**src/rtl/util_axis_pkg.sv**
```systemverilog
// util_axis_pkg: shared state encoding and LFSR constants for the util_axis stream blocks.
package util_axis_pkg;
   typedef enum logic [1:0] {
      IDLE  = 2'd0,
      SYNC  = 2'd1,
      CHECK = 2'd2,
      HALT  = 2'd3
   } state_t;
   // Fibonacci taps 16,15,13,4 mapped onto bits 15,14,12,3
   localparam logic [15:0] LFSR_TAPS         = 16'hD008;
   localparam logic [15:0] LFSR_DEFAULT_SEED = 16'hACE1;
endpackage

```
**src/rtl/util_lfsr16.sv**
```systemverilog
// util_lfsr16: 16-bit Fibonacci LFSR; a zero seed is replaced by 1 so the register never locks up.
module util_lfsr16
   import util_axis_pkg::*;
#(
   parameter logic [15:0] SEED = LFSR_DEFAULT_SEED
) (
   input  logic        aclk,
   input  logic        arstn,
   input  logic        enable,
   output logic [15:0] lfsr
);
   localparam logic [15:0] INIT = (SEED == 16'h0000) ? 16'h0001 : SEED;
   always_ff @(posedge aclk or negedge arstn) begin
      if (!arstn) lfsr <= INIT;
      else if (enable) lfsr <= {lfsr[14:0], ^(lfsr & LFSR_TAPS)};
   end
endmodule

```
**config.mk**
```make
export PLATFORM = sky130hd
export DESIGN_NAME = util_lfsr16
export DESIGN_NICKNAME = d
export VERILOG_FILES = /design/src/rtl/util_axis_pkg.sv /design/src/rtl/util_lfsr16.sv
export SDC_FILE = /design/constraint.sdc
export NUM_CORES = 1
export LEC_CHECK = 0
export CAP_MARGIN = 30
export CORE_UTILIZATION = 48
export CTS_CLUSTER_SIZE = 16
export DETAILED_ROUTE_END_ITERATION = 16
export PLACE_DENSITY = 0.89
export SLEW_MARGIN = 40
export SYNTH_ARGS = -nofsm -noshare
export SYNTH_HDL_FRONTEND = slang
export SYNTH_SLANG_ARGS = --single-unit
```
**constraint.sdc**
```tcl
create_clock -name aclk -period 2.1 [get_ports aclk]
set_clock_uncertainty 0.2 [all_clocks]
set_input_delay 0.21 -clock aclk [delete_from_list [all_inputs] [get_ports aclk]]
set_output_delay 0.21 -clock aclk [all_outputs]
set_load 0.01 [all_outputs]
```
### Word level (Yosys, flattened, before mapping)

Index checks and enable logic that the tools add are counted.

* bits in latches: 0
* memories kept: 0
* bits in registers: 16
* bits in read-only memories: 0
* RAM bits: 0

* bitwise logic cells: 0
* add/subtract/negate cells: 0
* shifts and indexed selects: 0
* magnitude comparators: 0
* divide/modulo/power cells: 0
* multiply operators: 0
* reductions and logical operators: 1
* equal/unequal tests: 0
* mux-type cells: 0

Operator list (count)
* XOR reduction 16 bit: 1

### Depth between registers and ports, before layout

* depth after elaboration: 1
* gate-level depth with buffers: 4

### Worst setup path before layout

Ideal clock, no wire load.

* path kind: register -> register
* start: reg lfsr[15]
* end: reg lfsr[0]
* buffers on the path: 0
* setup time: 81 ps
* setup slack: 938 ps
* arrival: 881 ps
* cell stages (with the launch flop): 4
* cell sequence: dfstp_2 xnor2_1 xnor2_1 a21oi_1

* longest elaborated chain between the ends: 1

Ends and longest elaborated chain
* start: declaration: RTL line util_lfsr16.sv:10 `output logic [15:0] lfsr`
* start signal: assignment: RTL line util_lfsr16.sv:15 `else if (enable) lfsr <= {lfsr[14:0], ^(lfsr & LFSR_TAPS)};`
* XOR reduction 16 bit: RTL line util_lfsr16.sv:15

No other way between the ends.
A chain may end at the register's enable or synchronous reset.

### Worst setup path after layout

* start: reg lfsr[0]
* end: out lfsr[0]

No word-level cell between the ends.

==> flow_summary.yaml <==
drt:
  via_count: 364
  route.detailed.drc: 0
  drtAntennaViolNets: 0
  drtIter0Drc: 13
  wl_um: 995
  drt-vias-per-instance: 4.919
  first_pass_iters: 4
  wire_per_inst_um: 13.45
critical_path:
  critical-path-top-delay-family: "flip-flops"
  crit_type: "register to output port"
  required_ps: 1690
  cp_max_fo: 3
  arrival_ps: 1380
  cp-end-kind: "output port"
  crit_chain: "clkdlybuf4s50_1"
  rrSetupSlack_ps: 890
  critPathLaunchType: "register"
  max_stage_delay_ps: 560
  crit_buf_inv: 1
  critical_path.slowest_cell: "dfstp_2"
place:
  io_buffers: 18
  pre_cts_slack_ps: 482.7
  dpl.hpwl_um: 676.5
  place.gp.congestion: 0.6433
final_layout:
  top_register: "lfsr"
  regArea_sq_um: 410.4
  fillers: 97
  largestRegisters: "lfsr: 16 flops"
  largest_reg_flops: 16
  area.growth.synth_to_final_pct: 31.30
  nets: 63
  insertedDiodeCount: 0
  multi_input_area_sq_um: 234.0
  drive_above_1_share: 0.4746
  fin_util: 0.6817
clocking:
  cts_made_buffers: 3
  htreeDepth: 1
  clockBufferDepth: 2
  cts_resized: 0
  clk_pin_slew_ps: 90
  post_cts_buffers: 0
  cts_sinks: 16
  cts-root-buf: "clkbuf_4"
  cts_tree: "yes"
  postCtsHoldBufs: 0
  clkLatencyLatePin_ps: 280
synthesis:
  postSynthCellCount: 38
  syn_nets: 41
  synth_adder_area_share: 0
  synthMuxAreaShare: 0.2944
  synth_seq_cells: 16
  synth_top_family_by_area: "multiplexers"
  synth_area_sq_um: 675.6
  yosys.area_share.simple: 0.005556
  seq_area_frac_synth: 0.6074
  yosysWarnings: 0
  synth_xor_area_frac: 0.03889
  synth_compound_area_frac: 0.007407
  avgSynthCellArea_sq_um: 17.78
  synth.distinct_cells: 9
global_route:
  grt.overflow.total: 0
  grt_max_degree: 18
  first_global_vias: 367
  grt_antenna_before_repair: 0
  gr-usage-all-layers: 0.1600
  grt_pass1_wl_mm: 1.580
power_and_ir_drop:
  internal_power_mw: 1.078
  p_comb_frac: 0.441
  power.switching_uw: 431.6
  power_leakage_nw: 0.3705
  seqPwrFrac: 0.427
  ir_worst_vdd_uv: 879.6
  fin_total_pwr_mw: 1.510
  p_clk_frac: 0.132
  switching_share: 0.2858
  power.density_mw_per_mm2: 1702
timing:
  slew_headroom: 0.5574
  timing.final.ws_setup_ps: 308.8
  tightest_slew_ps: 661.9
  setup_viol: 0
  rsz0062_at_grt: "false"
  timing.hold.ws_ps: 128.1
  max_freq_mhz: 558.3
  setup_tns_ps: 0
  hold_viol: 0
  drv_slew: 0
  fin_crit_sh: 0.8530
  layout_min_cycle_time_ps: 1791
run:
  cap_violations: 0
floorplan:
  core_sq_mm: 0.001301
  dieArea_sq_mm: 0.001561
  io_pins: 19
  die_h_um: 39.52
  rows: 13
  start_util: 0.5192
  fp.dieW_um: 39.52
status:
  status: "complete, no violations"
min_path:
  min_path_type: "input pin to async pin"
==> path summary, 6_finish.rpt <==
kind                                 end      from  cells past startpoint
worst max-delay path             lfsr[0]   lfsr[0]                      1
worst min-delay path            lfsr[14]     arstn                      1
worst max register to register   lfsr[0]  lfsr[15]                      3
worst min register to register   lfsr[0]   lfsr[0]                      2
max in group asynchronous        lfsr[4]     arstn                      1
min in group aclk                lfsr[0]   lfsr[0]                      2
==> cells by family (layout without fill, tap and decap cells) <==
group | count (synthesis) | count (layout)
xor gates and xnor gates | 3 | 3
AOI/OAI and AO/OA | 1 | 1
and+or+nand+nor | 1 | 1
DFF | 16 | 16
muxes | 15 | 15
buffers and inverters | 2 | 23
==> synthesized netlist by cell type <==
master,number,area [sq um]
buf_12,1,20.02
buf_6,1,11.26
nor2_1,1,3.750
dfrtp_1,8,200.2
dfstp_2,8,210.2
xnor2_1,3,26.28
mux2_4,8,120.1
a21oi_1,1,5.000
mux2_2,7,78.83
==> layout by cell type, fill, tap and decap left out, drive strengths merged <==
master	synthesis	layout
clkbuf	0	4
mux2	15	15
dfrtp	8	8
a21oi	1	1
dfstp	8	8
clkdlybuf4s50	0	18
nor2	1	1
xnor2	3	3
buf	2	1
==> final cells by class <==
type,instances,area share
flip-flops and latches,16,0.4626
multi-input cells,20,0.2638
repair buffers,19,0.2116
clock buffers,4,0.04090
well taps,15,0.02116
==> routing by layer <==
metal / wire [um] / GRT usage
met1: 469 / 0.2193
met2: 470 / 0.2254
met3: 47 / 0.03409
met4: 8 / 0.1034
met5: 0 / 0
==> metrics by stage <==
stage | cell area (sq um) | instances
after CTS | 887.1 | 74
after global routing | 887.1 | 74
after global placement | 850.8 | 70
final | 887.1 | 74
after floorplan | 675.6 | 38
after detailed placement | 850.8 | 70
==> power by group through the flow <==
stage	clock network [mW]	registers, mW	logic [mW]
final	0.199	0.645	0.666
after global routing	0.218	0.670	0.718
after floorplan	0	0.705	0.269
after global placement	0	0.647	0.661
after detailed placement	0	0.652	0.671
after CTS	0.207	0.648	0.673
Power figures use the tool's default switching activity.
